===== src/rtl/systolic_ctrl.sv =====
// Sequencer for a ROWS x COLS weight-stationary systolic array: weight load,
// skewed activation streaming, latency-matched result tagging, stall and reuse.
module systolic_ctrl #(
  parameter int unsigned ROWS      = 4,
  parameter int unsigned COLS      = 4,
  parameter int unsigned CNT_WIDTH = 16
) (
  input  logic                    clk,
  input  logic                    rst,
  input  logic                    start,
  input  logic [CNT_WIDTH-1:0]    num_vecs,
  input  logic                    reuse_w,
  input  logic                    stall,
  output logic                    busy,
  output logic                    done,
  output logic                    w_rd_en,
  output logic [$clog2(ROWS)-1:0] w_rd_addr,
  output logic [ROWS-1:0]         wrow_ld,
  output logic                    a_rd_en,
  output logic [CNT_WIDTH-1:0]    a_rd_addr,
  output logic                    pe_en,
  output logic [ROWS-1:0]         row_valid,
  output logic                    out_valid,
  output logic [CNT_WIDTH-1:0]    out_idx
);

  localparam int unsigned LAT = 1 + ROWS + COLS - 1;
  localparam int unsigned AW  = $clog2(ROWS);
  localparam int unsigned XW  = $clog2(LAT + 1);

  typedef enum logic [2:0] {
    IDLE,
    LOAD_W,
    STREAM,
    DRAIN,
    DONE
  } state_t;

  state_t               state_q, state_d;
  logic [CNT_WIDTH-1:0] nv_q, nv_d;
  logic [CNT_WIDTH-1:0] issue_q, issue_d;
  logic [XW-1:0]        aux_q, aux_d;
  logic [LAT-1:0]       vld_q;
  logic [CNT_WIDTH-1:0] idx_q [LAT];
  logic                 adv;

  // State and counter registers
  always_ff @(posedge clk) begin
    if (rst) begin
      state_q <= IDLE;
      nv_q    <= '0;
      issue_q <= '0;
      aux_q   <= '0;
    end else begin
      state_q <= state_d;
      nv_q    <= nv_d;
      issue_q <= issue_d;
      aux_q   <= aux_d;
    end
  end

  // Next-state and control decode; aux_q counts load steps, then drain steps
  always_comb begin
    state_d   = state_q;
    nv_d      = nv_q;
    issue_d   = issue_q;
    aux_d     = aux_q;
    busy      = 1'b0;
    done      = 1'b0;
    w_rd_en   = 1'b0;
    w_rd_addr = '0;
    wrow_ld   = '0;
    a_rd_en   = 1'b0;
    a_rd_addr = '0;
    pe_en     = 1'b0;
    adv       = 1'b0;
    case (state_q)
      IDLE: begin
        if (start) begin
          nv_d    = num_vecs;
          issue_d = '0;
          aux_d   = '0;
          if (num_vecs == '0) begin
            state_d = DONE;
          end else if (reuse_w) begin
            state_d = STREAM;
          end else begin
            state_d = LOAD_W;
          end
        end
      end
      LOAD_W: begin
        busy = 1'b1;
        if (aux_q < XW'(ROWS)) begin
          w_rd_en   = 1'b1;
          w_rd_addr = AW'(aux_q);
        end
        // Row strobe trails its read by one cycle to match memory latency
        for (int r = 0; r < ROWS; r++) begin
          wrow_ld[r] = (aux_q == XW'(r + 1));
        end
        if (aux_q == XW'(ROWS)) begin
          state_d = STREAM;
          aux_d   = '0;
        end else begin
          aux_d = aux_q + XW'(1);
        end
      end
      STREAM: begin
        busy = 1'b1;
        if (!stall) begin
          pe_en     = 1'b1;
          a_rd_en   = 1'b1;
          a_rd_addr = issue_q;
          adv       = 1'b1;
          if (issue_q == nv_q - CNT_WIDTH'(1)) begin
            state_d = DRAIN;
            aux_d   = '0;
          end else begin
            issue_d = issue_q + CNT_WIDTH'(1);
          end
        end
      end
      DRAIN: begin
        busy = 1'b1;
        if (!stall) begin
          pe_en = 1'b1;
          adv   = 1'b1;
          if (aux_q == XW'(LAT - 1)) begin
            state_d = DONE;
          end else begin
            aux_d = aux_q + XW'(1);
          end
        end
      end
      DONE: begin
        done    = 1'b1;
        state_d = IDLE;
      end
      default: state_d = IDLE;
    endcase
  end

  // Skew and result delay lines; they only advance on unstalled active cycles
  always_ff @(posedge clk) begin
    if (rst) begin
      vld_q <= '0;
      for (int i = 0; i < LAT; i++) begin
        idx_q[i] <= '0;
      end
    end else if (adv) begin
      vld_q    <= {vld_q[LAT-2:0], a_rd_en};
      idx_q[0] <= issue_q;
      for (int i = 1; i < LAT; i++) begin
        idx_q[i] <= idx_q[i-1];
      end
    end
  end

  assign row_valid = adv ? vld_q[ROWS-1:0] : '0;
  assign out_valid = adv & vld_q[LAT-1];
  assign out_idx   = out_valid ? idx_q[LAT-1] : '0;

endmodule


===== config.mk =====
export PLATFORM = sky130hd
export DESIGN_NAME = systolic_ctrl
export DESIGN_NICKNAME = d
export VERILOG_FILES = /design/src/rtl/systolic_ctrl.sv
export SDC_FILE = /design/constraint.sdc
export NUM_CORES = 1
export LEC_CHECK = 0
export CORE_UTILIZATION = 25
export DETAILED_ROUTE_END_ITERATION = 7
export PLACE_DENSITY_LB_ADDON = 0.1
export SYNTH_ARGS = -nofsm -noshare
export SYNTH_HDL_FRONTEND = slang
export SYNTH_SLANG_ARGS = --single-unit

===== constraint.sdc =====
create_clock -name clk -period 11.3 [get_ports clk]
set_input_delay 1.695 -clock clk [delete_from_list [all_inputs] [get_ports clk]]
set_output_delay 1.695 -clock clk [all_outputs]
set_load 0.02 [all_outputs]

# Word-level counts from Yosys, hierarchy flattened
# Memories as Yosys holds them, arrays and structs flattened.
# Index checks and enable logic that the tools add are counted.
[totals] ff_bits=47 ramBits=128 inputBits=21 output_inout_bits=48 memories=1
[mem_list] memory="idx_q" depth=8 word_bits=16 read_ports=8 rd_ports_with_merged_regs=0 write_ports=8 line="44" text="logic [CNT_WIDTH-1:0] idx_q [LAT];"
[op_classes] addsub=3 magnitude_cmp=1 eq_ne=18 mux=47 bitwise_logic=9 n_reduce_logical=10
[op_table] operator="$mux W16" n=14
[op_table] operator="$mux W4" n=8
[op_table] operator="$pmux W16 S2" n=1
[op_table] operator="$mux W3" n=7
[op_table] operator="$add A16 B1 Y16 const B" n=1
[op_table] operator="$eq A16 B16 Y1" n=1
[op_table] operator="$logic_not A16 Y1" n=1
[op_table] operator="$ne A2 B2 Y1 const B" n=8
[op_table] operator="$pmux W4 S4" n=1
[op_table] operator="$sub A16 B1 Y16 const B" n=1
[op_table] operator="$mux W1" n=12
[op_table] operator="$pmux W3 S4" n=1
[op_table] operator="$reduce_and A6 Y1" n=2
[op_table] operator="$eq A4 B2 Y1 const B" n=2
[op_table] operator="$eq A4 B3 Y1 const B" n=2
[op_table] operator="$or A1 B1 Y1" n=8
[op_table] operator="$eq A3 B2 Y1 const B" n=2
[op_table] operator="$mux W2" n=3
[op_table] operator="$add A4 B1 Y4 const B" n=1
[op_table] operator="$eq A4 B1 Y1 const B" n=1
[op_table] operator="$lt A4 B3 Y1 const B" n=1
[op_table] operator="$reduce_and A4 Y1" n=1
[op_table] operator="$reduce_bool A4 Y1" n=1
[op_table] operator="$eq A3 B1 Y1 const B" n=1
[op_table] operator="7 further kinds" n=7

# Longest topological paths before layout
# Gate-level depths: netlist (run 1).
[depth] word_depth=7 depth_mapped=12 ltp_nobuf=10

# Least setup slack after synthesis (run 1)
# Ideal clock, no wire load.
[synth_path] path_kind="input to register" startpoint="in rst" endpoint="mem idx_q[0][0] (enable)" arrival_ns=5.339 slack_ns=5.451 cell_stages=3 n_path_buf=2 cell_sequence="clkbuf_1 > clkbuf_1 > nand2b_1"
[synth_lines] element="start: declaration" line="9" text="input logic rst,"
[synth_lines] element="end: declaration" line="44"

# Worst setup path in the final report (run 1)
[layout_path] startpoint="in stall" endpoint="out a_rd_addr[9]"
[layout_between] elab_chain_len=2
[layout_rtl] element="start: declaration" line="13" text="input logic stall,"
[layout_rtl] element="$mux W16" line="111" text="if (!stall) begin"
[layout_rtl] element="$mux W16" line="77" text="case (state_q)"
[layout_rtl] element="end: declaration" line="20" text="output logic [CNT_WIDTH-1:0] a_rd_addr,"
# Every way passes these cells.

==> metrics list, run 1 <==
* Run status: finished with violations
- Violations in the final reports: design-rule violations
- Clock buffers created by TritonCTS: 17
- Across the whole layout, storage elements account for ~0.0048 mm^2.
- Total I/O pin count: a little under 70
* Total of warnings raised by yosys: 0
* Synthesis-stage register bit count: roughly 180
* Gate count after technology mapping: approximately 690
- Remaining global-route overflow: 0
* Power density relative to cell area: 188.6 mW/mm^2
- Number of hold violations in the final report: 0
- Dividing the detail-routed via count by the number of cells gives about 4.3.
- Row count: between 60 and 70
- Setup violations remaining at the end of the flow were counted as 0.
- Reported net switching power: about 550 uW
* CTS Sinks: about 180
- Post-synth EDFFs: 128
- Hold-fix buffer count after cts: 0
- Setup repair after global routing missed its margin: false
- STA classifies the critical path endpoint as an output port.
- Largest voltage drop on the vdd net: 98.88 uV
- Number of slew-limit violations in the final report: 0
- Signal arrival time at the worst endpoint: ~4500 ps
- Final net count: 769
* Power share of the sequential group: 46.9%
- In this run the worst path has a maximum fanout of 18.
- Cell types with the largest area share after synthesis: edfxtp_1 49%, dfxtp_1 12%, and2_1 9.0%
- Max-cap violations in this run came to 0.
- After clock tree synthesis, the clock-pin slew on the worst setup and hold paths is about 80 ps.
* Number of H-tree levels: 4
- The number of global-route vias before repair was about 4800.
* Top cell type's share of synthesized area: between 40% and 50%
- The min-delay analysis places its worst path in the category flop to flop.
* Transition time at the pin with the least slew margin: between 1000 and 1500 ps
- Clock latency reported for the late side of the worst-skew pair: approximately 430 ps
- Of all cell types, the one taking the most synthesized area is edfxtp_1.
* Compound-gate portion of the synthesized area: under 10%
- Max Clock Freq: about 160 MHz
- Normalized max-slew margin: 17.10%
* Number of antenna violations at the first check in global routing: 0
- By area, the combinational part of the netlist is dominated by simple AND/OR/NAND/NOR gates.
* Initial cell density of the core: about a quarter
* Data required time of the worst path: ~9600 ps
- Max clock buf depth: 2
- Standard cell core area: approximately 0.031 mm^2
- Most frequent cells in the layout: 128 x edfxtp_1, 113 x and2_1, 68 x nand2_1
- The final route contains 4993 vias.
- The synthesized netlist devotes less than 1% of its cell area to adder and majority cells.
- In the synthesized netlist the dominant register cell turns out to be edfxtp_1.
- Avg Synthesized Cell Area: 11.38 um^2
* Pin count of the biggest net entering global routing: 94
- WS Path Type: input pin to output port
* # port buffers: 68
* Clock group share of total power: 33.6%
- After clock tree synthesis, the repair step resized 0 gates.
- FFs w/ async S/R, synth: 0%
- Ratio of cells with drive above 1 in the final layout: around 7.3%
- Min Tclk post-route: slightly above 6000 ps
- Overall Global Routing Usage: a little over 10%
- Syn_nets: 716
* Simple-gate area share of the yosys netlist: around a quarter
* Distinct cell type count after synthesis: 57
- In this run the horizontal extent of the chip is roughly 180 um.
- Layout filler cell count: around 3200
- First-pass GRT wire length: about 25000 um
- Adding up every negative setup slack in the final design gives 0 ps.
- The count of nets left with antenna violations once routing finished came out at 0.
- In this run, the combinational gates consume 19.6% of the power.
* Post-Route Hold Slack: ~460 ps
- Dividing the detail-routed wire length by the instance count gives ~13 um.
* Clock Skew: 18.81 ps
- Initial DRC count: roughly 310
- Post-synthesis mux area share: approximately 1.1%
* Internal Power: roughly 1.2 mW
* Antenna cell count: 0
- In this run switching power makes up between 30 and 40% of total power.
* Fin crit share: a little over half
* Total Die Area: roughly 0.032 mm^2
- Area added between synthesis and finish: 21.45%
- Part of the Yosys area used for sequential elements: approximately three fifths
- Multi-input combinational cell area: around 0.0028 mm^2
- After synthesis the cells add up to slightly below 0.008 mm^2.
* Fraction of synthesized cell area in xor and xnor cells: 2.123%
* CP Launch Type: input pin
- The floorplan step set the die height to 179.1 um.
- In this run the clock root is driven by a clkbuf_16.
- After clock tree synthesis, the setup repair step added 0 buffers.
* Final weighted congestion in routability-driven placement: between 0.7 and 0.8
- Total wire length after detailed routing: between 15000 and 20000 um
- Leak: 3.398 nW
- HPWL Detailed: between 9000 and 10000 um
- Before antenna repair, the detailed router went through 7 iterations.
* Most common cell after layout, fill and taps aside: edfxtp_1
* DRC violation count after routing: 12
* TritonCTS clock tree: yes
[worst max-delay path, stage by stage]
cell and delay, ps:
clkdlybuf4s50_1 440, or3b_2 680, nor2_1 820, and2_1 250
clkdlybuf4s50_1 610
[cells by family after synthesis]
group	Yosys count
and+or+nand+nor	343
DFF	175
AOI/OAI and AO/OA	83
buffers and inverters	55
xor gates and xnor gates	19
muxes	8
adders and majority gates	6
[final timing paths]
kind	depth (start not counted)	slack [ps]	startpoint	end
max	5	5090	stall	a_rd_addr[9]
min reg2reg	2	460	vld_q[6]$_SDFFE_PP0P_	vld_q[6]$_SDFFE_PP0P_
max reg2reg	10	7620	nv_q[0]$_SDFFE_PP0P_	issue_q[13]$_SDFFE_PP0P_
min	2	460	vld_q[6]$_SDFFE_PP0P_	vld_q[6]$_SDFFE_PP0P_
[area by class of cell]
class	count	share of cell area [%]
Sequential cell	175	50.26
Multi-Input combinational cell	459	29.93
Timing Repair Buffer	72	7.412
Tap cell	396	5.204
Clock buffer	17	4.468
Clock inverter	15	2.063
Inverter	17	0.6703
[registers in the layout (all words and copies together), names as in the netlist]
name and flops:
vld_q 8, state_q 3, nv_q 16, issue_q 16
aux_q 4, idx_q 128
[power groups by stage]
| stage | logic (mW) | clock network (mW) | registers (mW) |
|---|---|---|---|
| finish | 0.351 | 0.603 | 0.841 |
| global route | 0.398 | 0.650 | 0.855 |
| CTS | 0.358 | 0.627 | 0.843 |
| detailed placement | 0.356 | 0 | 0.858 |
| global placement | 0.351 | 0 | 0.856 |
| floorplan | 0.286 | 0 | 0.838 |
[per-layer routing]
metal	vias to the layer above	part of all wire (%)	GRT usage [%]
li1	2546	-	-
met5	-	0	0
met4	0	0.85	3.213
met1	2354	50	13.46
met3	6	3.4	2.714
met2	87	46	16.14
[synth_stat cells, types with 3 or more instances]
cell type / instances
a211oi_1: 3
and2_1: 113
or4_1: 13
nor3_1: 11
clkbuf_1: 34
nor2_1: 21
dfxtp_1: 47
nand4_1: 8
mux2i_1: 5
inv_1: 17
nand4b_1: 3
or3_1: 8
nor4_1: 8
a31oi_1: 4
xor2_1: 6
nand2b_1: 7
nor2b_1: 37
xnor2_1: 13
ha_1: 6
o21ai_0: 15
nand2_1: 68
o31ai_1: 7
and3_1: 20
a21oi_1: 38
edfxtp_1: 128
nand3_1: 11
[stage by stage]
stage                     utilization, %  std cells  setup WS (ps)  total power, mW  instance area [um^2]
after floorplan                        -        689           5451            1.125                  7839
after global placement             28.94       1119           5165            1.207                  8899
after detailed placement           28.94       1119           5056            1.214                  8899
after CTS                          30.96       1151           5039            1.828                  9520
after global routing               30.96       1151           4952            1.902                  9520
final                              30.96       1151           5092            1.796                  9520
(Power assumes the default switching activity.)
==> run 2: changes to the inputs <==
clock period = 5 ns   (was 11.3 ns; I/O delays follow)
==> metrics list, run 2 (synthesis results as in run 1) <==
- Transition time at the pin with the least slew margin: 1179 ps
- At the end of routability-driven placement, the weighted congestion stood at between 0.7 and 0.8.
- TritonCTS built the clock tree.
- The worst hold path belongs to the class flop to flop.
- Total I/O pin count: 69
* Crit path to: out_idx[7]
- The run finished, with violations left.
- Worst R2R End: issue_q[6]$_SDFFE_PP0P_
- At the end of the flow the core is filled with cells to between 30% and 40%.
- Fin crit share: 80.39%
* Hold-fix buffer count after cts: 0
* Standard cell core area: 0.03075 mm^2
- Data required time of the worst path: about 4300 ps
- Antenna cell count: 0
* Most frequent cells in the layout: 128 x edfxtp_1, 113 x and2_1, 68 x nand2_1
* Flip-flop count of the largest register after layout: about 130
* Met2 layer wire length in the routed design: 7114 um
- Summing over every cut layer, the via total after detailed routing is between 4000 and 5000.
- After detailed routing, the average wire length per cell comes to 13.43 um.
- In this run, the clock network consumes approximately a third of the power.
- Once detailed placement completed, the half-perimeter wirelength came to 10230 um.
- Worst Path Max Fanout: 25
* Die Span X: approximately 180 um
- Cells along the critical path: clkdlybuf4s50_1 > or3b_2 > inv_1 > and3_1 > clkdlybuf4s50_1
- # port buffers: just under 70
* Endpoint kind of the worst setup timing path: output port
- Global routing consumed, over all layers together, between 10% and 20% of the routing resources.
- The clock reaches the later pin of the worst-skew pair after between 400 and 500 ps.
- The number of global-route vias before repair was about 4900.
- The finished cells cover between 0.009 and 0.01 mm^2.
* Category of cells accounting for the largest share of critical-path delay: buffers and inverters
- Internal Power: 2.805 mW
- For this run the aggregate overflow at the end of global routing stands at 0.
- In this run, flip-flops and latches consume 47.0% of the power.
- STA puts the critical path data arrival time at ~3300 ps.
- The worst pin sits at a relative slew slack of a little over a fifth.
- The placed instances occupy a cell area of between 0.008 and 0.009 mm^2.
- The initialized floorplan defines 64 standard-cell rows.
* Minimum setup slack among reg-to-reg paths: between 1000 and 1500 ps
* R2R depth: 10
* Part of the total power dissipated in combinational logic: 19.9%
* Crit path from: stall
- For this block, wires on met1 add up to 7663 um.
* Logic depth of the worst setup path including buffers: 5
- CP Launch Type: input pin
- Max Clock Freq: approximately 250 MHz
- Leak: approximately 3.4 nW
- In this run the top signal layer used is met4.
- Power density relative to cell area: between 400 and 500 mW/mm^2
- The tightest hold path in the finished design has a slack of 458.3 ps.
- Clock root buffer master: clkbuf_16
- The final number of max-transition violations came to 0.
* Initial DRC count: 348
- For this configuration, the core starts out at a cell density of between 20% and 30%.
- Register bank with the most flops: idx_q
* Clock buffers created by TritonCTS: 17
* Switching share of power: 30.66%
* Total wire length after detailed routing: roughly 15000 um
* Top flop regs: idx_q: 128 flops, issue_q: 16 flops, nv_q: 16 flops
- In this run the deepest clock path goes through 2 buffers.
- The first global-routing pass estimated 25570 um of wire.
- Total Die Area: 0.03207 mm^2
* DRC violation count after routing: 11
- Number of hold violations in the final report: 0
- Detail Route Antenna Nets: 0
- Measured along the y axis, the die boundary spans between 150 and 200 um.
- After clock tree synthesis, the setup repair step added 0 buffers.
- Slowest stage cell on the critical path: or3b_2
- The final reports fail on design-rule violations.
- By startpoint and endpoint, the worst setup path is classified as input pin to output port.
* Setup repair after global routing missed its margin: false
- Reported net switching power: 1.241 mW
- Final net count: just under 800
- CP max stage delay: 690 ps
* Routed wl met3: ~520 um
- Area added between synthesis and finish: 21.42%
- Most common cell after layout, fill and taps aside: edfxtp_1
- Dividing the detail-routed via count by the number of cells gives about 4.3.
- Max-capacitance violation count: 0
- Total Negative Setup Slacks: 0 ps
* Number of antenna violations at the first check in global routing: 0
* Layout filler cell count: between 3000 and 4000
* Min Tclk post-route: about 4000 ps
- Pin count of the biggest net entering global routing: 60
- Most used cell, CP: clkdlybuf4s50_1
* CTS Sinks: around 180
* DRT Pass-1 Iters: 6
* Ratio of cells with drive above 1 in the final layout: between 7 and 8%
- Across the routed clock network, the largest skew measured is ~12 ps.
- The clock tree synthesis step divided the H-tree into 4 levels.
* FF-to-FF Start: nv_q[0]$_SDFFE_PP0P_
* Clock-pin transition on the worst setup and hold timing paths: 80 ps
- Total setup violations reported at the end of the flow: 0
* Number of buffers and inverters on the critical path: 3
* Largest voltage drop on the vdd net: 218.2 uV
- Post-cts gate resize count: 0
[run 2: final cells by class]
type,count,area (um^2),share of cell area [%]
Clock buffer,18,429.2,4.509
Clock inverter,14,162.7,1.709
Inverter,17,63.81,0.6704
Multi-Input combinational cell,459,2849,29.93
Sequential cell,175,4785,50.27
Tap cell,396,495.5,5.206
Timing Repair Buffer,74,733.2,7.703
[run 2: per-layer routing]
metal	global-route usage, %	vias up
met2	16.43	83
met4	3.355	0
met1	13.61	2353
met3	2.672	14
met5	0	-
li1	-	2546
[run 2: worst min path at each step]
| stage | startpoint | to | slack [ps] | depth (start not counted) |
|---|---|---|---|---|
| CTS | vld_q[6]$_SDFFE_PP0P_ | vld_q[7]$_SDFFE_PP0P_ | 460 | 2 |
| detailed placement | vld_q[4]$_SDFFE_PP0P_ | vld_q[5]$_SDFFE_PP0P_ | 450 | 2 |
| global placement | vld_q[5]$_SDFFE_PP0P_ | vld_q[5]$_SDFFE_PP0P_ | 450 | 2 |
| floorplan | vld_q[4]$_SDFFE_PP0P_ | vld_q[5]$_SDFFE_PP0P_ | 430 | 2 |
| finish | vld_q[6]$_SDFFE_PP0P_ | vld_q[7]$_SDFFE_PP0P_ | 460 | 2 |
| global route | vld_q[1]$_SDFFE_PP0P_ | vld_q[1]$_SDFFE_PP0P_ | 490 | 2 |
[run 2: tightest hold or removal path, cell delays in order, from the launching register on]
cell	delay, ps
dfxtp_1	310
nand2_1	50
a21oi_1	50
[run 2: power groups by stage]
stage	clock, mW	sequential, mW	combinational (mW)
6_report	1.34	1.90	0.805
5_1_grt	1.44	1.93	0.907
4_1_cts	1.38	1.91	0.820
3_5_place_dp	0	1.94	0.816
3_3_place_gp	0	1.93	0.802
2_1_floorplan	0	1.89	0.646
[run 2: per-stage QoR]
| step | cells | total power, mW | worst slack (ps) |
|---|---|---|---|
| 6_report | 1153 | 4.046 | 980.5 |
| 5_1_grt | 1153 | 4.276 | 817.7 |
| 3_3_place_gp | 1121 | 2.737 | 1032 |
| 3_5_place_dp | 1121 | 2.754 | 965.6 |
| 2_1_floorplan | 689 | 2.541 | 96.30 |
| 4_1_cts | 1153 | 4.106 | 959.7 |
